**config.mk**
```make
export PLATFORM = sky130hd
export DESIGN_NAME = cpu_controller
export DESIGN_NICKNAME = d
export VERILOG_FILES = /design/src/rtl/cpu_defs.sv /design/src/rtl/cpu_decoder.sv /design/src/rtl/cpu_controller.sv
export SDC_FILE = /design/constraint.sdc
export NUM_CORES = 1
export LEC_CHECK = 0
export BUFFER_PORTS_ARGS = -buffer_cell sky130_fd_sc_hd__buf_2
export CAP_MARGIN = 10
export CORE_MARGIN = 3
export CORE_UTILIZATION = 60
export DETAILED_ROUTE_END_ITERATION = 8
export GPL_ROUTABILITY_DRIVEN = 0
export GPL_TIMING_DRIVEN = 0
export HOLD_SLACK_MARGIN = 0.03
export PLACE_DENSITY = 0.86
export REMOVE_ABC_BUFFERS = 1
export SETUP_SLACK_MARGIN = 0.02
export SLEW_MARGIN = 40
export SYNTH_ARGS = -nofsm -noshare
export SYNTH_HDL_FRONTEND = slang
export SYNTH_HIERARCHICAL = 1
export SYNTH_SLANG_ARGS = --single-unit
```
**constraint.sdc**
```tcl
create_clock -name clk -period 8 [get_ports clk]
set_clock_uncertainty 0.15 [all_clocks]
set_input_delay 0.8 -clock clk [delete_from_list [all_inputs] [get_ports clk]]
set_output_delay 0.8 -clock clk [all_outputs]
set_load 0.02 [all_outputs]
```
**src/rtl/cpu_defs.sv**
```systemverilog
// Shared encodings for the multi-cycle MIPS-subset sequencer: opcodes, functs,
// control-field codes, FSM states and the decoded control bundle.
package cpu_defs;

  localparam logic [5:0] OP_RTYPE = 6'h00;
  localparam logic [5:0] OP_J     = 6'h02;
  localparam logic [5:0] OP_JAL   = 6'h03;
  localparam logic [5:0] OP_BEQ   = 6'h04;
  localparam logic [5:0] OP_BNE   = 6'h05;
  localparam logic [5:0] OP_ADDI  = 6'h08;
  localparam logic [5:0] OP_XORI  = 6'h0E;
  localparam logic [5:0] OP_LW    = 6'h23;
  localparam logic [5:0] OP_SW    = 6'h2B;

  localparam logic [5:0] FN_JR    = 6'h08;
  localparam logic [5:0] FN_ADD   = 6'h20;
  localparam logic [5:0] FN_SUB   = 6'h22;
  localparam logic [5:0] FN_SLT   = 6'h2A;

  localparam logic [2:0] ALU_ADD  = 3'b000;
  localparam logic [2:0] ALU_SUB  = 3'b001;
  localparam logic [2:0] ALU_XOR  = 3'b010;
  localparam logic [2:0] ALU_SLT  = 3'b011;

  localparam logic [1:0] REGDST_RD = 2'b00;
  localparam logic [1:0] REGDST_RT = 2'b01;
  localparam logic [1:0] REGDST_RA = 2'b10;

  localparam logic [1:0] MTR_ALU  = 2'b00;
  localparam logic [1:0] MTR_MEM  = 2'b01;
  localparam logic [1:0] MTR_PC   = 2'b10;

  typedef enum logic [2:0] {
    ST_IDLE,
    ST_FETCH,
    ST_DECODE,
    ST_EXEC,
    ST_WB,
    ST_ERROR
  } state_t;

  typedef struct packed {
    logic [1:0] regdst;
    logic [2:0] alu_cntrl;
    logic       alu_src;
    logic       mem_wr;
    logic       reg_wr;
    logic [1:0] mem_to_reg;
    logic       br_eq;
    logic       br_ne;
    logic       jump;
    logic       jr;
    logic       illegal;
  } ctrl_t;

  function automatic logic [31:0] branch_offset(input logic [15:0] imm);
    return {{14{imm[15]}}, imm, 2'b00};
  endfunction

endpackage

```
**src/rtl/cpu_decoder.sv**
```systemverilog
// Combinational instruction decode: opcode/funct to control fields. Any
// unsupported encoding raises illegal with every other field left at zero.
module cpu_decoder
  import cpu_defs::*;
(
  input  logic [5:0] opcode,
  input  logic [5:0] funct,
  output ctrl_t      ctrl
);

  always_comb begin
    ctrl = '0;
    case (opcode)
      OP_LW: begin
        ctrl.regdst     = REGDST_RT;
        ctrl.alu_src    = 1'b1;
        ctrl.alu_cntrl  = ALU_ADD;
        ctrl.mem_to_reg = MTR_MEM;
        ctrl.reg_wr     = 1'b1;
      end
      OP_SW: begin
        ctrl.alu_src   = 1'b1;
        ctrl.alu_cntrl = ALU_ADD;
        ctrl.mem_wr    = 1'b1;
      end
      OP_ADDI: begin
        ctrl.regdst    = REGDST_RT;
        ctrl.alu_src   = 1'b1;
        ctrl.alu_cntrl = ALU_ADD;
        ctrl.reg_wr    = 1'b1;
      end
      OP_XORI: begin
        ctrl.regdst    = REGDST_RT;
        ctrl.alu_src   = 1'b1;
        ctrl.alu_cntrl = ALU_XOR;
        ctrl.reg_wr    = 1'b1;
      end
      OP_BEQ: begin
        ctrl.alu_cntrl = ALU_SUB;
        ctrl.br_eq     = 1'b1;
      end
      OP_BNE: begin
        ctrl.alu_cntrl = ALU_SUB;
        ctrl.br_ne     = 1'b1;
      end
      OP_J: ctrl.jump = 1'b1;
      OP_JAL: begin
        ctrl.jump       = 1'b1;
        ctrl.regdst     = REGDST_RA;
        ctrl.mem_to_reg = MTR_PC;
        ctrl.reg_wr     = 1'b1;
      end
      OP_RTYPE: begin
        case (funct)
          FN_ADD: begin
            ctrl.alu_cntrl = ALU_ADD;
            ctrl.reg_wr    = 1'b1;
          end
          FN_SUB: begin
            ctrl.alu_cntrl = ALU_SUB;
            ctrl.reg_wr    = 1'b1;
          end
          FN_SLT: begin
            ctrl.alu_cntrl = ALU_SLT;
            ctrl.reg_wr    = 1'b1;
          end
          FN_JR:   ctrl.jr      = 1'b1;
          default: ctrl.illegal = 1'b1;
        endcase
      end
      default: ctrl.illegal = 1'b1;
    endcase
  end

endmodule

```
**src/rtl/cpu_controller.sv**
```systemverilog
// Multi-cycle sequencer for the core datapath: owns PC and IR, fetches over
// req/ack, and steps each instruction through FETCH/DECODE/EXEC/WB.
//
//   state  | meaning
//   IDLE   | waiting for run
//   FETCH  | imem_req high, waiting for imem_ack (bounded by FETCH_TIMEOUT)
//   DECODE | IR valid, controls driven, illegal encodings trapped
//   EXEC   | datapath evaluates; is_zero and Da captured at the end
//   WB     | single-cycle write strobe, retired pulse, PC update
//   ERROR  | halted until reset
module cpu_controller
  import cpu_defs::*;
#(
  parameter logic [31:0] RESET_PC      = 32'h0000_0000,
  parameter int unsigned FETCH_TIMEOUT = 16
) (
  input  logic        clk,
  input  logic        rst_n,
  input  logic        run,
  output logic        imem_req,
  output logic [31:0] imem_addr,
  input  logic        imem_ack,
  input  logic [31:0] imem_data,
  output logic [4:0]  rs,
  output logic [4:0]  rt,
  output logic [4:0]  rd,
  output logic [15:0] immediate,
  output logic [31:0] new_PC,
  output logic [1:0]  regdst,
  output logic [2:0]  ALUcntrl,
  output logic        ALUsrc,
  output logic        MemWr,
  output logic        RegWr,
  output logic [1:0]  MemtoReg,
  input  logic [31:0] Da,
  input  logic        is_zero,
  output logic        retired,
  output logic        halted
);

  localparam logic [31:0] TO_LIM = 32'(FETCH_TIMEOUT);

  state_t      state_q, state_d;
  logic [31:0] pc_q, pc_d;
  logic [31:0] ir_q, ir_d;
  logic [31:0] cnt_q, cnt_d;
  logic        zero_q, zero_d;
  logic [31:0] da_q, da_d;
  logic        req_q, req_d;
  logic        wb_q, wb_d;
  logic        retired_q, retired_d;
  logic        halted_q, halted_d;

  ctrl_t       ctrl;
  logic [31:0] pc_plus4;
  logic [31:0] next_pc;
  logic [31:0] cnt_inc;

  cpu_decoder u_decoder (
    .opcode (ir_q[31:26]),
    .funct  (ir_q[5:0]),
    .ctrl   (ctrl)
  );

  assign pc_plus4 = pc_q + 32'd4;
  // Saturating so a disabled timeout never wraps back onto a small limit.
  assign cnt_inc  = (cnt_q == 32'hFFFF_FFFF) ? cnt_q : cnt_q + 32'd1;

  always_comb begin
    next_pc = pc_plus4;
    if ((ctrl.br_eq && zero_q) || (ctrl.br_ne && !zero_q)) begin
      next_pc = pc_plus4 + branch_offset(ir_q[15:0]);
    end else if (ctrl.jump) begin
      next_pc = {pc_plus4[31:28], ir_q[25:0], 2'b00};
    end else if (ctrl.jr) begin
      next_pc = da_q;
    end
  end

  always_comb begin
    state_d   = state_q;
    pc_d      = pc_q;
    ir_d      = ir_q;
    cnt_d     = cnt_q;
    zero_d    = zero_q;
    da_d      = da_q;
    req_d     = 1'b0;
    wb_d      = 1'b0;
    retired_d = 1'b0;
    halted_d  = halted_q;
    case (state_q)
      ST_IDLE: begin
        if (run) begin
          state_d = ST_FETCH;
          req_d   = 1'b1;
        end
      end
      ST_FETCH: begin
        if (imem_ack) begin
          ir_d    = imem_data;
          cnt_d   = '0;
          state_d = ST_DECODE;
        end else begin
          cnt_d = cnt_inc;
          if ((TO_LIM != 32'd0) && (cnt_inc == TO_LIM)) begin
            state_d  = ST_ERROR;
            halted_d = 1'b1;
          end else begin
            req_d = 1'b1;
          end
        end
      end
      ST_DECODE: begin
        if (ctrl.illegal) begin
          state_d  = ST_ERROR;
          halted_d = 1'b1;
        end else begin
          state_d = ST_EXEC;
        end
      end
      ST_EXEC: begin
        zero_d    = is_zero;
        da_d      = Da;
        state_d   = ST_WB;
        wb_d      = 1'b1;
        retired_d = 1'b1;
      end
      ST_WB: begin
        pc_d    = next_pc;
        state_d = ST_FETCH;
        req_d   = 1'b1;
      end
      ST_ERROR: halted_d = 1'b1;
      default: begin
        state_d  = ST_ERROR;
        halted_d = 1'b1;
      end
    endcase
  end

  always_ff @(posedge clk or negedge rst_n) begin
    if (!rst_n) begin
      state_q   <= ST_IDLE;
      pc_q      <= RESET_PC;
      ir_q      <= '0;
      cnt_q     <= '0;
      zero_q    <= 1'b0;
      da_q      <= '0;
      req_q     <= 1'b0;
      wb_q      <= 1'b0;
      retired_q <= 1'b0;
      halted_q  <= 1'b0;
    end else begin
      state_q   <= state_d;
      pc_q      <= pc_d;
      ir_q      <= ir_d;
      cnt_q     <= cnt_d;
      zero_q    <= zero_d;
      da_q      <= da_d;
      req_q     <= req_d;
      wb_q      <= wb_d;
      retired_q <= retired_d;
      halted_q  <= halted_d;
    end
  end

  assign imem_req  = req_q;
  assign imem_addr = pc_q;
  assign rs        = ir_q[25:21];
  assign rt        = ir_q[20:16];
  assign rd        = ir_q[15:11];
  assign immediate = ir_q[15:0];
  assign new_PC    = pc_plus4;
  assign regdst    = ctrl.regdst;
  assign ALUcntrl  = ctrl.alu_cntrl;
  assign ALUsrc    = ctrl.alu_src;
  assign MemtoReg  = ctrl.mem_to_reg;
  assign RegWr     = ctrl.reg_wr & wb_q;
  assign MemWr     = ctrl.mem_wr & wb_q;
  assign retired   = retired_q;
  assign halted    = halted_q;

endmodule
```
Word-level counts from Yosys, hierarchy flattened
Cells that the tools add are included.
{"block": "totals", "reg_bits": 135, "word_cells": 92}
{"block": "classes", "n_addsub": 3, "eq_ne": 24, "muxes": 34, "bitwise_logic": 4, "reduce_logical": 18}
{"op": "two-way mux 32 bit", "n": 5}
{"op": "adder 32 x 1 -> 32 bit, second input constant", "n": 1}
{"op": "adder 32 x 3 -> 32 bit, second input constant", "n": 1}
{"op": "adder 32 bit", "n": 1}
{"op": "equality test 32 bit, second input constant", "n": 1}
{"op": "equality test 32 x 5 -> 1 bit, second input constant", "n": 1}
{"op": "equality test 6 bit, second input constant", "n": 5}
{"op": "equality test 6 x 4 -> 1 bit, second input constant", "n": 3}
{"op": "one-hot mux 3 bit (6 select lines)", "n": 1}
{"op": "two-way mux 1 bit", "n": 16}
{"op": "equality test 6 x 2 -> 1 bit, second input constant", "n": 2}
{"op": "equality test 6 x 3 -> 1 bit, second input constant", "n": 2}
{"op": "two-way mux 3 bit", "n": 4}
{"op": "one-hot mux 2 bit (2 select lines)", "n": 3}
{"op": "OR reduction 4 bit", "n": 3}
{"op": "one-hot mux 3 bit (3 select lines)", "n": 1}
{"op": "OR reduction 3 bit", "n": 3}
{"op": "inequality test 2 bit, second input constant", "n": 4}
{"op": "OR reduction 8 bit", "n": 1}
{"op": "equality test 3 x 2 -> 1 bit, second input constant", "n": 2}
{"op": "equality test 3 bit, second input constant", "n": 2}
{"op": "logical NOT 6 bit", "n": 1}
{"op": "one-hot mux 1 bit (3 select lines)", "n": 2}
{"op": "one-hot mux 1 bit (2 select lines)", "n": 2}
{"op": "12 further kinds", "n": 16}

Longest topological paths before layout
Gate-level depths: netlist of the first run.
{"block": "depth", "word_depth": 6, "depth_mapped": 14}

Cells and area by module
The synthesis of the first run kept the hierarchy.
{"mod": "cpu_controller", "instances": 1, "cells_each": 1086, "area_per_inst_um2": 9695.5, "seq_area_each_um2": 3378.2}
{"mod": "cpu_decoder", "instances": 1, "cells_each": 49, "area_per_inst_um2": 290.3, "seq_area_each_um2": 0.0}

Worst setup path before layout of the first run
OpenSTA, ideal clock, no wires.
{"block": "synth_timing", "path_type": "reg-to-reg", "startpoint": "register pc_q[2], in the netlist imem_addr[2]", "endpoint": "register pc_q[29], in the netlist imem_addr[29]", "setup_ps": 133, "arrival_ps": 3909, "t_required_ps": 7717, "slack_ps": 3807, "stages_incl_launch_ff": 15, "n_path_buf": 0, "synth_period_minus_slack_ps": 4193, "cell_sequence": "dfrtp_1 ha_1 nand2_1 nor4_1 nand3_1 xnor2_1 ha_1 and2_1 a21o_1 a21o_1 a21o_1 a311oi_1 a211oi_1 and3b_1 o21ai_0"}
{"element": "from (decl)", "line_no": "cpu_controller.sv:44", "rtl": "logic [31:0] pc_q, pc_d;"}
{"element": "from (signal assigned)", "line_no": "cpu_controller.sv:155", "rtl": "pc_q <= pc_d;"}
{"element": "adder 32 x 3 -> 32 bit", "line_no": "cpu_controller.sv:65", "rtl": "assign pc_plus4 = pc_q + 32'd4;"}
{"element": "net new_PC[24]", "line_no": "cpu_controller.sv:28", "rtl": "output logic [31:0] new_PC,"}
{"element": "adder 32 bit", "line_no": "cpu_controller.sv:72", "rtl": "next_pc = pc_plus4 + branch_offset(ir_q[15:0]);"}
{"element": "two-way mux 32 bit", "line_no": "cpu_controller.sv:71", "rtl": "if ((ctrl.br_eq && zero_q) || (ctrl.br_ne && !zero_q)) begin"}
The timed path passes the listed nets, and every way through them passes these cells.
A chain may end at the register's enable or synchronous reset.

Worst setup path after layout of the first run
{"block": "layout_timing", "startpoint": "register pc_q[2], in the netlist imem_addr[2]", "endpoint": "register pc_q[27], in the netlist imem_addr[27]"}
{"block": "layout_between", "elab_chain_cells": 4}
{"element": "adder 32 x 3 -> 32 bit (*)", "line_no": "cpu_controller.sv:65"}
{"element": "parallel branches: the longest is 2 deep, another holds adder 32 bit"}
{"element": "two-way mux 32 bit (*)", "line_no": "cpu_controller.sv:71"}
Mark *: on every way between the ends.

==> results of run 1 <==
flip-flops by register name (all words and copies together), names as in the netlist:
| signal | flops |
|---|---|
| imem_addr | 32 |
| da_q | 32 |
| imem_req | 1 |
| halted | 1 |
| zero_q | 1 |
| ir_q | 32 |
| retired | 1 |
| cnt_q | 32 |
| state_q | 3 |
layout make-up:
cell class              instances  area [µm²]
multi-input cells             884        6050
fillers                      1207        4620
flip-flops and latches        135        3380
repair buffers                187        1070
clock buffers                  22         484
well taps                     216         270
clock inverters                10         118
inverters                      17        63.8
stage by stage:
step                      hold WS [ps]  setup WS [ps]  instances
after floorplan                    320           2990       1036
after global placement             331           1190       1427
after detailed placement           338           3560       1439
after CTS                          172           3440       1471
after global routing               194           3000       1471
final                              152           3200       1471
kinds of logic after synthesis:
kind of cell    Yosys count
flops                   135
xor+xnor                 59
fa+ha+maj                38
mux                     100
other cells               1
simple gates            396
buf+inv                 116
compound gates          290
placed cells by master, fill, tap and decap left out, types with 6 or more instances in the layout:
cell and count:
xnor2_1 40, nor2_1 84, nor2b_1 8, nand2b_1 6, inv_1 17, o211ai_1 20, a22oi_1 9, a21o_1 23
a211oi_1 6, nor4_1 7, mux2i_1 31, or4_1 6, a21oi_1 55, xor2_1 19, clkbuf_16 17, a31oi_1 17
and4_1 10, nand3_1 32, mux2_2 66, nand4_1 25, o2111ai_1 6, nor3_1 25, o21ai_0 94, and3_1 16
or3_1 10, dfrtp_1 134, ha_1 37, and2_1 10, nand2_1 123, buf_2 175
path summary, 6_finish.rpt:
check | start | to | slack [ps] | depth (start not counted)
worst max-delay path | imem_addr[2]$_DFFE_PN0P_ | imem_addr[27]$_DFFE_PN0P_ | 3200 | 14
worst min register to register | da_q[6]$_DFFE_PN0P_ | da_q[6]$_DFFE_PN0P_ | 360 | 1
max in group asynchronous | rst_n | cnt_q[15]$_DFFE_PN0P_ | 6810 | 2
min in group clk | da_q[6]$_DFFE_PN0P_ | da_q[6]$_DFFE_PN0P_ | 360 | 1
worst max register to register | imem_addr[2]$_DFFE_PN0P_ | imem_addr[27]$_DFFE_PN0P_ | 3200 | 14
worst min-delay path | rst_n | imem_addr[15]$_DFFE_PN0P_ | 150 | 1
critical path, cell delays in order (launching register included):
cell       delay (ps)
dfrtp_1           510
ha_1              280
nand2_1           140
nor2_1            230
and4_1            260
xor2_1            320
ha_1              310
nand2_1            70
a2111oi_0         610
a22oi_1           260
o211ai_1          580
a21oi_1           250
o21ai_0           310
xnor2_1           130
o311ai_0          290
routing by layer:
| layer | global-route usage, % | vias up | wire, µm |
|---|---|---|---|
| li1 | - | 4359 | - |
| met1 | 38.3 | 4531 | 11200 |
| met2 | 51.8 | 444 | 13800 |
| met3 | 6.63 | 75 | 2140 |
| met4 | 12.0 | 0 | 915 |
| met5 | 0 | - | 0 |
power groups by stage:
stage | logic [mW] | registers (mW) | clock network, mW
after CTS | 2.69 | 1.46 | 0.807
after floorplan | 1.77 | 1.51 | 0
after detailed placement | 2.64 | 1.47 | 0
final | 2.72 | 1.47 | 0.804
after global routing | 2.97 | 1.52 | 0.841
after global placement | 2.53 | 1.43 | 0
==> impl_metrics.env, run 1 <==
export IMPL_drv_cap=0
export IMPL_die_area_um2=18200
export IMPL_synth_xor_area_share_pct=5.17
export IMPL_tns_ps=0
export IMPL_drive_gt1_share_pct=25.3
export IMPL_yosysTopAreaCellShare_pct=33.8
export IMPL_synthAdderAreaFrac_pct=4.84
export IMPL_cp_max_fo=6
export IMPL_power_mw=5.00
export IMPL_p_int_mw=2.61
export IMPL_synthMuxAreaShare_pct=10.9
export IMPL_firstDrtPassIters=6
export IMPL_ys_types=83
export IMPL_rsz0062_at_grt="false"
export IMPL_cts_resized_gates=0
export IMPL_synth_ff_latch_count=135
export IMPL_drv_slew=0
export IMPL_synth_edff_count=0
export IMPL_cts_tree="done"
export IMPL_ys_seq_area_share_pct=33.8
export IMPL_clk_path_buf_depth=2
export IMPL_start_util_pct=62.2
export IMPL_post_synth_cell_area_avg_um2=8.80
export IMPL_yosys_top_cells_count="135 x dfrtp_1, 126 x nand2_1, 94 x o21ai_0"
export IMPL_core_um2=16100
export IMPL_sequentialPowerShare_pct=29.5
export IMPL_grt_pass1_wl_um=45400
export IMPL_grt_pass1_vias=9004
export IMPL_rows=46
export IMPL_drc=0
export IMPL_vias=9409
export IMPL_placed_area_um2=10800
export IMPL_ys_async_sr_fraction_pct=100
export IMPL_fin_crit_sh_pct=60.1
export IMPL_post_cts_buffers=0
export IMPL_path_clk_slew_ps=60
export IMPL_grt_max_degree=74
export IMPL_crit_required_ps=8160
export IMPL_portBuffers=175
export IMPL_period_needed_ps=4800
export IMPL_p_sw_mw=2.39
export IMPL_cts_buffers=17
export IMPL_synth_compound_area_share_pct=18.9
export IMPL_synth_top_family_by_area="simple AND/OR/NAND/NOR gates"
export IMPL_combPwrFrac_pct=54.4
export IMPL_antenna_diode_count=0
export IMPL_power_leakage_nw=5.03
export IMPL_yosys_warnings=6
export IMPL_peakVddDrop_v=0.000230
export IMPL_insertion_delay_ps=430
export IMPL_drt_wl_total_um=28000
export IMPL_htree_num_levels=4
export IMPL_hold_buffers=0
export IMPL_power_density_nw_per_um2=437
export IMPL_tightest_slew_ps=865
export IMPL_worstSetupPathType="register to register"
export IMPL_yosysMostFrequentCell="dfrtp_1"
export IMPL_die_y_um=135
export IMPL_crit_path_start_kind="register"
export IMPL_hpwlAfterDp_um=20100
export IMPL_synth_top_area_cell="dfrtp_1"
export IMPL_cp_arrival_ps=4960
export IMPL_worstHoldPathType="primary input to asynchronous set/reset pin"
export IMPL_viasPerCell=6.40
export IMPL_max_slew_margin_pct=42.4
export IMPL_netlist_top_cells_area="dfrtp_1 34%, mux2_2 7.4%, nand2_1 4.7%, o21ai_0 4.7%, ha_1 4.6%"
export IMPL_die_x_um=135
export IMPL_drtIter0Drc=829
export IMPL_hold_violations=0
export IMPL_outcome="finished, final reports clean"
export IMPL_cts_root_buf="clkbuf_16"
export IMPL_pwr_share_clk_pct=16.1
export IMPL_sw_frac_of_total_pct=47.8
export IMPL_antenna_found_initial=0
export IMPL_grt_overflow=0
export IMPL_final_util_pct=71.2
export IMPL_synth_flop_cell="dfrtp_1"
export IMPL_netlist_area_um2=9990
export IMPL_ios=177
export IMPL_track_usage_pct=30.6
export IMPL_syn_inst=1135
export IMPL_crit_path_end_kind="register"
export IMPL_synth_simple_area_share_pct=20.2
export IMPL_setup_violations=0
export IMPL_fmaxAchievable_mhz=208
export IMPL_post_drt_wl_per_cell_um=19.1
export IMPL_clock_sinks=135
export IMPL_ant_nets=0
export IMPL_final_area_um2=11400
export IMPL_nets=1349
export IMPL_area_growth_pct=14.5
Power figures use the tool's default switching activity.
==> run 2: changes to the inputs <==
--- a/config.mk
+++ b/config.mk
@@ -8,12 +8,12 @@
 export BUFFER_PORTS_ARGS = -buffer_cell sky130_fd_sc_hd__buf_2
 export CAP_MARGIN = 10
 export CORE_MARGIN = 3
-export CORE_UTILIZATION = 60
+export CORE_UTILIZATION = 58
 export DETAILED_ROUTE_END_ITERATION = 8
 export GPL_ROUTABILITY_DRIVEN = 0
 export GPL_TIMING_DRIVEN = 0
 export HOLD_SLACK_MARGIN = 0.03
-export PLACE_DENSITY = 0.86
+export PLACE_DENSITY = 0.83
 export REMOVE_ABC_BUFFERS = 1
 export SETUP_SLACK_MARGIN = 0.02
 export SLEW_MARGIN = 40
==> constraint.sdc (replaced) <==
create_clock -name clk -period 4.7 [get_ports clk]
set_clock_uncertainty 0.15 [all_clocks]
set_input_delay 0.47 -clock clk [delete_from_list [all_inputs] [get_ports clk]]
set_output_delay 0.47 -clock clk [all_outputs]
set_load 0.02 [all_outputs]
==> impl_metrics.env, run 2 (synthesis results as in run 1) <==
export IMPL_drv_cap=0
export IMPL_rsz0062_at_grt="true"
export IMPL_grt_busiest_layer="met2"
export IMPL_antenna_found_initial=2
export IMPL_drt_wl_total_um=28100
export IMPL_firstDrtPassIters=7
export IMPL_pwr_share_clk_pct=17.1
export IMPL_grt_overflow=0
export IMPL_crit_path_start_kind="register"
export IMPL_final_cell_mix="176 x buf_2, 134 x dfrtp_1, 123 x nand2_1"
export IMPL_use_met2_pct=50.0
export IMPL_setup_ws_ps=212
export IMPL_tns_ps=0
export IMPL_drtIter0Drc=929
export IMPL_viasPerCell=6.33
export IMPL_insertion_delay_ps=430
export IMPL_track_usage_pct=29.6
export IMPL_period_needed_ps=4490
export IMPL_ant_nets=0
export IMPL_crit_path_end_kind="register"
export IMPL_final_common_cell="buf_2"
export IMPL_crit_path_start="imem_addr[2]$_DFFE_PN0P_"
export IMPL_die_area_um2=18800
export IMPL_power_leakage_nw=5.08
export IMPL_drc=0
export IMPL_die_x_um=137
export IMPL_gr_usage_met3_pct=5.15
export IMPL_combPwrFrac_pct=54.0
export IMPL_multi_input_area_um2=6060
export IMPL_sequentialPowerShare_pct=28.9
export IMPL_post_drt_wl_per_cell_um=18.9
export IMPL_worstSetupPathType="register to register"
export IMPL_vias=9368
export IMPL_worstHoldPathType="primary input to register"
export IMPL_r2r_worst_path_cells=12
export IMPL_portBuffers=175
export IMPL_cts_root_buf="clkbuf_16"
export IMPL_cp_max_fo=6
export IMPL_final_area_um2=11500
export IMPL_fill_cells=1276
export IMPL_crit_required_ps=4850
export IMPL_drive_gt1_share_pct=25.5
export IMPL_clock_sinks=135
export IMPL_p_sw_mw=4.08
export IMPL_crit_end="imem_addr[30]$_DFFE_PN0P_"
export IMPL_regToRegSetupSlack_ps=210
export IMPL_fin_crit_sh_pct=95.5
export IMPL_setup_violations=0
export IMPL_core_um2=16700
export IMPL_area_growth_pct=15.4
export IMPL_cp_arrival_ps=4640
export IMPL_outcome="finished, final reports clean"
export IMPL_cts_buffers=17
export IMPL_hold_violations=0
export IMPL_peakVddDrop_v=0.000530
export IMPL_p_int_mw=4.55
export IMPL_regArea_um2=3380
export IMPL_path_clk_slew_ps=60
export IMPL_htree_num_levels=4
export IMPL_die_y_um=137
export IMPL_hpwlAfterDp_um=20000
export IMPL_use_met1_pct=38.1
export IMPL_r2r_start="imem_addr[2]$_DFFE_PN0P_"
export IMPL_grt_max_degree=59
export IMPL_drv_slew=0
export IMPL_grt_pass1_vias=8842
export IMPL_place_ws_ps=313
export IMPL_sw_frac_of_total_pct=47.2
export IMPL_start_util_pct=59.8
export IMPL_rows=47
export IMPL_grt_pass1_wl_um=44300
export IMPL_clk_path_buf_depth=2
export IMPL_nets=1353
export IMPL_max_slew_margin_pct=46.0
export IMPL_power_density_nw_per_um2=749
export IMPL_tightest_slew_ps=803
export IMPL_placed_area_um2=10900
export IMPL_worstReg2RegEnd="imem_addr[30]$_DFFE_PN0P_"
export IMPL_cts_tree="done"
export IMPL_fmaxAchievable_mhz=223
export IMPL_ios=177
export IMPL_whs_ps=118
export IMPL_power_mw=8.63
[run 2: cell types whose count changed in the layout (fill, tap and decap cells not counted), sizes merged]
cell	before	now
buf	187	190
bufinv	2	5
clkbuf	22	19
clkinv	5	7
diode	0	2
dlygate4sd3	0	1
inv	19	17
[run 2: worst min path at each step]
stage,start,to,slack [ps],cells past startpoint
2_1_floorplan,rst_n,cnt_q[0]$_DFFE_PN0P_,20,0
3_3_place_gp,da_q[17]$_DFFE_PN0P_,da_q[17]$_DFFE_PN0P_,330,1
3_5_place_dp,rst_n,ir_q[9]$_DFFE_PN0P_,220,1
4_1_cts,imem_data[8],ir_q[8]$_DFFE_PN0P_,110,2
5_1_grt,imem_data[3],ir_q[3]$_DFFE_PN0P_,110,2
6_report,imem_data[8],ir_q[8]$_DFFE_PN0P_,120,2
[run 2: power by group through the flow]
stage | Combinational, mW | Clock, mW | Sequential (mW)
floorplan | 3.01 | 0 | 2.58
global placement | 4.31 | 0 | 2.44
detailed placement | 4.51 | 0 | 2.49
CTS | 4.58 | 1.48 | 2.47
global route | 5.11 | 1.54 | 2.59
finish | 4.66 | 1.48 | 2.49
[run 2: per-layer routing]
layer	wire, µm	vias up
li1	-	4370
met1	11500	4508
met2	13900	422
met3	2010	68
met4	690	0
met5	0	-
[run 2: cell type report]
type / instances / share of cell area, %
Clock inverter: 13 / 1.77
Tap cell: 220 / 2.39
Antenna cell: 2 / 0.0434
Clock buffer: 19 / 3.76
Inverter: 17 / 0.554
Sequential cell: 135 / 29.3
Timing Repair Buffer: 191 / 9.60
Multi-Input combinational cell: 884 / 52.6
[run 2: timing repair]
action / 4_1_cts / 5_1_grt
buffers inserted: 0 / 2
gates resized for setup: 0 / 3
endpoints found under the hold margin: 37 / 0
setup endpoints to repair: 0 / 6
hold buffers: 1 / 0
[run 2: through the flow]
step                std cells  utilization, %
floorplan                1036               -
global placement         1431            63.5
detailed placement       1444            65.0
CTS                      1477            68.8
global route             1481            69.0
finish                   1481            69.0
[run 2: critical path: stages (launching register included)]
cell and delay, ps:
dfrtp_1 490, ha_1 260, nand2_1 150, nor4_2 660, xor2_1 310, ha_1 350
nand4_1 150, and3b_1 190, or4_1 560, a221oi_1 550, o211ai_1 220, xnor2_1 210
o21ai_0 100
==> run 3: changes to the inputs <==
--- a/config.mk
+++ b/config.mk
@@ -6,7 +6,7 @@
 export NUM_CORES = 1
 export LEC_CHECK = 0
 export BUFFER_PORTS_ARGS = -buffer_cell sky130_fd_sc_hd__buf_2
-export CAP_MARGIN = 10
+export CAP_MARGIN = 30
 export CORE_MARGIN = 3
 export CORE_UTILIZATION = 58
 export DETAILED_ROUTE_END_ITERATION = 8
==> constraint.sdc (replaced) <==
create_clock -name clk -period 4.9 [get_ports clk]
set_clock_uncertainty 0.15 [all_clocks]
set_input_delay 0.49 -clock clk [delete_from_list [all_inputs] [get_ports clk]]
set_output_delay 0.49 -clock clk [all_outputs]
set_load 0.02 [all_outputs]
==> impl_metrics.env, run 3 (synthesis results as in run 1) <==
export IMPL_outcome="finished, final reports clean"
export IMPL_post_drt_wl_per_cell_um=19.0
export IMPL_track_usage_pct=29.6
export IMPL_area_growth_pct=15.2
export IMPL_htree_num_levels=4
export IMPL_rsz0062_at_grt="false"
export IMPL_cp_max_fo=6
export IMPL_power_density_nw_per_um2=718
export IMPL_r2r_start="imem_addr[2]$_DFFE_PN0P_"
export IMPL_final_cells=1479
export IMPL_vias=9460
export IMPL_worst_path_max_delay_cell="o211ai_1"
export IMPL_cp_arrival_ps=4700
export IMPL_hold_path_cell_count=2
export IMPL_power_mw=8.26
export IMPL_drv_slew=0
export IMPL_max_slew_margin_pct=47.1
export IMPL_tns_ps=0
export IMPL_fill_cells=1283
export IMPL_hold_buffers=1
export IMPL_path_cells="ha_1 -> nand2_1 -> nor2_1 -> and4_1 -> xor2_1 -> ha_1 -> nand2_1 -> a2111oi_0 -> a22oi_1 -> o211ai_1 -> a21oi_1 -> o21ai_0 -> xnor2_1 -> o311ai_0"
export IMPL_setup_violations=0
export IMPL_drc=0
export IMPL_start_util_pct=59.8
export IMPL_die_x_um=137
export IMPL_firstDrtPassIters=6
export IMPL_drive_gt1_share_pct=25.4
export IMPL_ant_nets=0
export IMPL_path_clk_slew_ps=60
export IMPL_final_area_um2=11500
export IMPL_fin_crit_sh_pct=92.8
export IMPL_final_cell_mix="176 x buf_2, 134 x dfrtp_1, 123 x nand2_1"
export IMPL_rows=47
export IMPL_final_util_pct=68.9
export IMPL_place_inst=1444
export IMPL_worst_path_largest_cell_delay_ps=570
export IMPL_die_area_um2=18800
export IMPL_peakVddDrop_v=0.000505
export IMPL_place_ws_ps=513
export IMPL_period_needed_ps=4550
export IMPL_hpwlAfterDp_um=20000
export IMPL_drtIter0Drc=963
export IMPL_tightest_slew_ps=786
export IMPL_grt_overflow=0
export IMPL_crit_path_start_kind="register"
export IMPL_insertion_delay_ps=430
export IMPL_final_common_cell="buf_2"
export IMPL_cts_tree="done"
export IMPL_min_from="imem_data[8]"
export IMPL_fmaxAchievable_mhz=220
export IMPL_crit_family="compound AO/OA/AOI/OAI gates"
export IMPL_crit_required_ps=5050
export IMPL_cp_num_cells=14
export IMPL_r2r_worst_path_cells=14
export IMPL_grt_pass1_vias=8842
export IMPL_die_y_um=137
export IMPL_drv_cap=0
export IMPL_clk_path_buf_depth=2
export IMPL_placed_area_um2=10900
export IMPL_cts_buffers=17
export IMPL_power_leakage_nw=5.06
export IMPL_path_buf_inv=0
export IMPL_whs_ps=135
export IMPL_crit_path_start="imem_addr[2]$_DFFE_PN0P_"
export IMPL_grt_max_degree=59
export IMPL_worstSetupPathType="register to register"
export IMPL_portBuffers=175
export IMPL_regArea_um2=3380
export IMPL_nets=1351
export IMPL_clock_sinks=135
export IMPL_cts_resized_gates=0
export IMPL_antenna_found_initial=2
export IMPL_post_cts_buffers=0
export IMPL_drt_wl_total_um=28100
export IMPL_multi_input_area_um2=6050
export IMPL_core_um2=16700
export IMPL_worstHoldPathType="primary input to register"
export IMPL_cts_root_buf="clkbuf_16"
export IMPL_ios=177
export IMPL_viasPerCell=6.40
export IMPL_crit_path_end_kind="register"
export IMPL_setup_ws_ps=351
export IMPL_grt_pass1_wl_um=44300
export IMPL_hold_violations=0
## run 3: area by class of cell
type | instances | area share [%]
well taps | 220 | 2.39
inverters | 17 | 0.555
repair buffers | 189 | 9.50
flip-flops and latches | 135 | 29.4
clock inverters | 13 | 1.77
diodes | 2 | 0.0435
multi-input cells | 884 | 52.6
clock buffers | 19 | 3.76
## run 3: path summary, 6_finish.rpt
path,end,slack [ps]
max,imem_addr[27]$_DFFE_PN0P_,350
min,ir_q[8]$_DFFE_PN0P_,140
max reg2reg,imem_addr[27]$_DFFE_PN0P_,350
min reg2reg,da_q[18]$_DFFE_PN0P_,360
max in group asynchronous,cnt_q[17]$_DFFE_PN0P_,3360
min in group asynchronous,ir_q[9]$_DFFE_PN0P_,360
## run 3: where the power goes
group	total [mW]	internal (mW)	switching, mW
sequential	2.40	1.62	0.775
combinational	4.45	1.83	2.62
clock	1.42	0.901	0.516
## run 3: worst reg2reg max path, delay by kind of cell (launching register included)
kind / cells / cell delay (ps)
fa+ha+maj: 2 / 560
simple gates: 4 / 720
flops: 1 / 490
xor+xnor: 2 / 380
compound gates: 6 / 2130
## run 3: layer usage
layer	track usage [%]	wire length (µm)
met5	0	0
met4	10.9	656
met3	5.15	2000
met2	50.0	13900
met1	38.1	11500
